--- config.mk ---
export PLATFORM = sky130hd
export DESIGN_NAME = piezo_arbiter
export DESIGN_NICKNAME = d
export VERILOG_FILES = /design/src/rtl/piezo_arbiter.sv
export SDC_FILE = /design/constraint.sdc
export NUM_CORES = 1
export LEC_CHECK = 0
export CAP_MARGIN = 10
export CORE_ASPECT_RATIO = 0.75
export CORE_MARGIN = 4
export CORE_UTILIZATION = 35
export CTS_CLUSTER_SIZE = 25
export DETAILED_ROUTE_END_ITERATION = 8
export PLACE_DENSITY = 0.7
export SYNTH_ARGS = -nofsm -noshare
export SYNTH_HDL_FRONTEND = slang
export SYNTH_SLANG_ARGS = --single-unit
--- constraint.sdc ---
create_clock -name clk -period 3.4 [get_ports clk]
set_clock_uncertainty 0.1 [all_clocks]
set_input_delay 0.68 -clock clk [delete_from_list [all_inputs] [get_ports clk]]
set_output_delay 0.68 -clock clk [all_outputs]
set_load 0.005 [all_outputs]
--- src/rtl/piezo_arbiter.sv ---
// rtl/piezo_arbiter.sv - piezo speaker arbiter between music stream, UI beep and wheel click
//
// Ports:
//   clk, rst             clock and synchronous active-high reset
//   stream_tone          streamer's requested tone period (0 = rest)
//   stream_enable        streamer allowed to sound
//   beep_req, click_req  single-cycle request pulses
//   tone                 registered tone period to the tone generator
//   output_enable        registered, high while any source owns the speaker
//   owner                registered, 0 idle / 1 stream / 2 beep / 3 click
//   stream_pause         registered, high while a beep or click owns the speaker

module piezo_arbiter #(
    parameter int                 tone_width   = 24,
    parameter int                 beep_cycles  = 3_300_000,
    parameter int                 click_cycles = 330_000,
    parameter logic [tone_width-1:0] beep_tone  = 24'd37500,
    parameter logic [tone_width-1:0] click_tone = 24'd8250
) (
    input  logic                  clk,
    input  logic                  rst,
    input  logic [tone_width-1:0] stream_tone,
    input  logic                  stream_enable,
    input  logic                  beep_req,
    input  logic                  click_req,
    output logic [tone_width-1:0] tone,
    output logic                  output_enable,
    output logic [1:0]            owner,
    output logic                  stream_pause
);

    localparam int cnt_max = (beep_cycles > click_cycles) ? beep_cycles : click_cycles;
    localparam int cnt_w   = $clog2(cnt_max + 1);

    localparam logic [cnt_w-1:0] beep_load  = cnt_w'(beep_cycles);
    localparam logic [cnt_w-1:0] click_load = cnt_w'(click_cycles);

    typedef enum logic [1:0] {
        st_idle   = 2'd0,
        st_stream = 2'd1,
        st_beep   = 2'd2,
        st_click  = 2'd3
    } state_t;

    state_t                  state, state_nxt;
    logic [cnt_w-1:0]        remaining, remaining_nxt;
    logic                    click_pending, click_pending_nxt;
    logic [tone_width-1:0]   tone_nxt;
    logic                    stream_ok;

    assign stream_ok = stream_enable && (stream_tone != '0);

    always_ff @(posedge clk) begin
        if (rst) begin
            state         <= st_idle;
            remaining     <= '0;
            click_pending <= 1'b0;
            tone          <= '0;
            output_enable <= 1'b0;
            owner         <= 2'd0;
            stream_pause  <= 1'b0;
        end else begin
            state         <= state_nxt;
            remaining     <= remaining_nxt;
            click_pending <= click_pending_nxt;
            tone          <= tone_nxt;
            output_enable <= (state_nxt != st_idle);
            owner         <= state_nxt;
            stream_pause  <= (state_nxt == st_beep) || (state_nxt == st_click);
        end
    end

    always_comb begin
        state_nxt         = state;
        remaining_nxt     = remaining;
        click_pending_nxt = click_pending;

        if (beep_req) begin
            // Beep always wins; a simultaneous click is queued behind it.
            state_nxt     = st_beep;
            remaining_nxt = beep_load;
            if (click_req) begin
                click_pending_nxt = 1'b1;
            end
        end else begin
            case (state)
                st_idle, st_stream: begin
                    if (click_req) begin
                        state_nxt     = st_click;
                        remaining_nxt = click_load;
                    end else begin
                        state_nxt = stream_ok ? st_stream : st_idle;
                    end
                end
                st_click: begin
                    if (click_req) begin
                        remaining_nxt = click_load;
                    end else if (remaining <= cnt_w'(1)) begin
                        state_nxt     = stream_ok ? st_stream : st_idle;
                        remaining_nxt = '0;
                    end else begin
                        remaining_nxt = remaining - cnt_w'(1);
                    end
                end
                default: begin // st_beep
                    if (click_req) begin
                        click_pending_nxt = 1'b1;
                    end
                    if (remaining <= cnt_w'(1)) begin
                        // A click arriving on the beep's last cycle is still honoured.
                        if (click_pending || click_req) begin
                            state_nxt         = st_click;
                            remaining_nxt     = click_load;
                            click_pending_nxt = 1'b0;
                        end else begin
                            state_nxt     = stream_ok ? st_stream : st_idle;
                            remaining_nxt = '0;
                        end
                    end else begin
                        remaining_nxt = remaining - cnt_w'(1);
                    end
                end
            endcase
        end

        case (state_nxt)
            st_stream: tone_nxt = stream_tone;
            st_beep:   tone_nxt = beep_tone;
            st_click:  tone_nxt = click_tone;
            default:   tone_nxt = '0;
        endcase
    end

endmodule

# Yosys cells after proc, flatten, opt, wreduce, memory -nomap -nowiden
# Index checks and enable logic that the tools add are counted.
word_totals:
  word_cells: 47
  register_bits: 51
classes:
  order_cmp: 1
  n_reduce_logical: 9
  eq_ne: 8
  n_addsub: 1
  n_mux: 21
ops:
  columns: ["op", "count"]
  rows:
  - ["two-way mux 22 bit", 5]
  - ["case mux 24 bit (3 select lines)", 1]
  - ["case mux 22 bit (2 select lines)", 1]
  - ["nonzero test 24 bit", 1]
  - ["<= comparator 22 x 1 -> 1 bit (second input constant)", 1]
  - ["subtractor 22 x 1 -> 22 bit (second input constant)", 1]
  - ["two-way mux 19 bit", 1]
  - ["two-way mux 2 bit", 6]
  - ["== test 2 bit (second input constant)", 3]
  - ["two-way mux 1 bit", 6]
  - ["== test 2 x 1 -> 1 bit (second input constant)", 2]
  - ["case mux 2 bit (2 select lines)", 1]
  - ["OR reduction 2 bit", 2]
  - ["inequality test 3 bit (second input constant)", 1]
  - ["OR reduction 3 bit", 1]
  - ["logical NOT 2 bit", 1]
  - ["logical OR 1 bit", 2]
  - ["inequality test 2 x 1 -> 1 bit (second input constant)", 1]
  - ["inequality test 2 bit (second input constant)", 1]
  - ["nonzero test 2 bit", 1]
  - ["logical AND 1 bit", 1]

# Logic depth before layout (Yosys ltp)
depth:
  ltp_word: 9
  depth_mapped: 9
  mapped_depth_nobuf: 7

# Least setup slack after synthesis
# Ideal clock, no wire load.
synth_path:
  path_kind: "register to register"
  startpoint: "reg remaining[9]"
  endpoint: "reg tone[11]"
  arrival_time_ps: 2372
  stages_incl_launch_ff: 9
  setup_slack_ps: 869
  n_path_buf: 3
  cell_sequence: "dfxtp_1 > or4_1 > clkbuf_1 > or4_4 > o31ai_4 > and2b_1 > buf_4 > buf_6 > and2_1"
synth_via:
  elab_chain_cells: 7
  word_cells_on_any_way: 10
  cone_classes: "1 x order compare; 3 x eq/ne; 6 x mux"
synth_lines:
  columns: ["item", "line", "source"]
  rows:
  - ["start: declaration", "46", "logic [cnt_w-1:0] remaining, remaining_nxt;"]
  - ["start signal: assignment", "64", "remaining <= remaining_nxt;"]
  - ["<= comparator 22 x 1 -> 1 bit (*)", "98, 109", null]
  - ["two-way mux 2 bit", "98", "end else if (remaining <= cnt_w'(1)) begin"]
  - ["two-way mux 2 bit", "96", "if (click_req) begin"]
  - ["case mux 2 bit (2 select lines) (*)", "86", "case (state)"]
  - ["two-way mux 2 bit (*)", "78", "if (beep_req) begin"]
  - ["== test 2 bit or == test 2 x 1 -> 1 bit (tied branches)", "126", "case (state_nxt)"]
  - ["case mux 24 bit (3 select lines) (*)", "126", null]
  - ["end signal: assignment", "66", "tone <= tone_nxt;"]
  - ["end: declaration", "26", "output logic [tone_width-1:0] tone,"]
# Every way passes the cells marked *; elsewhere a longest branch is shown, timed or not.
# A chain may end at the register's enable or synchronous reset.

# Worst setup path after layout
layout_path:
  startpoint: "reg remaining[9]"
  endpoint: "reg tone[21]"
# Same word-level chain as after synthesis.

==> results.toml <==
[sta]
relSlewSlack = 0.514
hold_viol = 0
setup_viol = 0
finalCritPeriodShare = 0.842
fin_ws_ps = 536
grt_setup_unrepaired = "no"
finalMaxSlewViolations = 0
timing.fmax_ghz = 0.349
period_needed_ps = 2860
tightest_slew_ps = 721
setup_tns_ps = 0
fin_worst_hold_slack_ps = 410

[final_layout]
drive_gt1_frac = 0.0755
area_growth_pct = 34.2
nNetsFinal = 348
final_cells = 399
antenna_cells = 0

[synthesis]
yosysUniqueCellTypes = 52
synthArstFlopShare = 0
yosysTopAreaCellShare = 0.443
yosysMostFrequentCell = "dfxtp_1"
yosysWarnings = 0
yosys-top-cells-area = "dfxtp_1, and2_1, a21o_1"
syn_area_mm2 = 0.00230
synth_edf_count = 0
synth_area_leader_cell = "dfxtp_1"
ys_ff_latch = 51
synthTopCellsByCount = "dfxtp_1, nor2_1, a21oi_1, and2_1, nor3_1"
syn-instance-count = 260
synth.avg_cell_area_um2 = 8.86
yosysSeqAreaShare = 0.443
synth_nets = 291
synthFlopType = "dfxtp_1"

[power]
power.density_mw_per_mm2 = 467
pwr-share-clk = 0.350
p_sw_frac = 0.265
switchingPower_w = 0.000382
leakagePower_nw = 1.21
power_frac_seq = 0.460
ir_drop_mv = 0.207
p_int_w = 0.00106
combPwrFrac = 0.190

[detailed_routing]
routedWlPerCell_um = 17.1
vias = 2281
wirelength_um = 6830
firstDrtPassIters = 5
postRouteAntennaNets = 0
drc_errors = 0
drt-initial-drc-count = 169
routed_via_density = 5.72

[outcome]
run_status = "finished clean"

[place]
dp_hpwl_um = 5100
dp_cells = 391
io_buffers = 56
dp_slack_ps = 353
place.gp.congestion = 0.877

[critical_path]
crit_path_start_kind = "flop"
end_kind = "flop"
worstPathArrival_ps = 3020
critical_path_class = "flop to flop"
cp_max_fo = 19
crit_required_ps = 3550

[floorplanning]
start_util = 0.363
coreArea_mm2 = 0.00635
die_height_um = 78.3
dieArea_mm2 = 0.00796
num_io_pins = 57
rows = 25
die_x_um = 102

[grt]
grt_pass1_vias = 2088
grt_pass1_wl_um = 11000
grt_max_degree = 20
grt_antenna_before_repair = 0
grt_overflow = 0
grtUsageTotal = 0.174

[run]
drv_cap = 0

[clock_tree]
cts_tree = "done"
cts_buffer_depth = 2
post-cts-setup-buffer-count = 0
ctsResizeCount = 0
path_clk_slew_ps = 90
cts_root_buf = "clkbuf_8"
insertion_delay_ps = 310
cts_buffers = 5
htreeDepth = 2
cts_hold_buf = 0
clock-sinks = 51

[worst_hold_path]
hp-class = "flop to flop"
-- cells in the final DEF (no fill, tap or decap), types with 2 or more instances in the layout --
| cell type | instances |
|---|---|
| a311oi_1 | 3 |
| or4_1 | 6 |
| buf_4 | 7 |
| bufinv_16 | 2 |
| o31ai_1 | 3 |
| mux2i_1 | 2 |
| o21a_1 | 2 |
| clkbuf_8 | 5 |
| nand2b_1 | 3 |
| a211oi_1 | 2 |
| nand2_1 | 10 |
| nor2_1 | 18 |
| a22o_1 | 2 |
| clkdlybuf4s50_1 | 56 |
| a21oi_1 | 14 |
| or3_1 | 5 |
| nor3_1 | 14 |
| ha_1 | 2 |
| a31oi_1 | 7 |
| o21ai_0 | 13 |
| and2_1 | 14 |
| xor2_1 | 2 |
| nor3b_1 | 4 |
| or2_2 | 4 |
| o211ai_1 | 3 |
| dfxtp_1 | 51 |
| and3_1 | 4 |
| a21o_1 | 11 |
| nand4_1 | 2 |
| nand3_1 | 6 |
| inv_1 | 6 |
| o221ai_1 | 2 |
| nor4_1 | 12 |
-- flip-flops by register name, indices dropped and copies added, names as in the netlist --
signal         cells
output_enable      1
click_pending      1
remaining         22
stream_pause       1
state              2
tone              24
-- critical path, stage by stage (launching register included) --
cell and delay, ps:
dfxtp_1 360, or4_1 650, or4_4 620, o31ai_4 360
and2b_1 510, and2_1 210
-- area by class of cell --
cell class,instances,area (um2)
repair buffers,63,613
well taps,81,101
fillers,596,3260
multi-input cells,189,1200
clock buffers,6,72.6
flip-flops and latches,51,1020
clock inverters,2,60.1
inverters,7,26.3
-- power by group through the flow --
stage	Clock [W]	Combinational, W	Sequential, W
floorplan	0	0.000152	0.000670
global placement	0	0.000266	0.000675
detailed placement	0	0.000269	0.000676
CTS	0.000511	0.000271	0.000663
global route	0.000533	0.000298	0.000669
finish	0.000505	0.000274	0.000664
-- kinds of logic (layout without fill, tap and decap cells) --
| kind of cell | Yosys count | after routing | share of synthesized area |
|---|---|---|---|
| and+or+nand+nor | 108 | 108 | 0.262 |
| AOI/OAI and AO/OA | 73 | 73 | 0.221 |
| DFF | 51 | 51 | 0.443 |
| buffers and inverters | 20 | 78 | 0.0375 |
| xor gates and xnor gates | 3 | 3 | 0.0114 |
| muxes | 3 | 3 | 0.0136 |
| adders and majority gates | 2 | 2 | 0.0109 |
-- metal layers --
metal	GRT usage	up-vias	wire [um]
li1	-	1078	-
met1	0.269	1074	3260
met2	0.245	114	2890
met3	0.0293	15	569
met4	0.0478	0	109
met5	0	-	0
-- worst paths after layout --
path                               startpoint            end  slack, ps  cells after the start
worst min-delay path            remaining[10]  remaining[10]        410                      1
worst min register to register  remaining[10]  remaining[10]        410                      1
worst max register to register   remaining[9]       tone[21]        540                      5
worst max-delay path             remaining[9]       tone[21]        540                      5
-- metrics by stage --
stage	power [W]	utilization	instance area, um2
global placement	0.000940	0.466	2960
finish	0.00144	0.487	3090
detailed placement	0.000945	0.466	2960
floorplan	0.000822	-	2300
CTS	0.00144	0.487	3090
global route	0.00150	0.487	3090
Power figures use the tool's default switching activity.
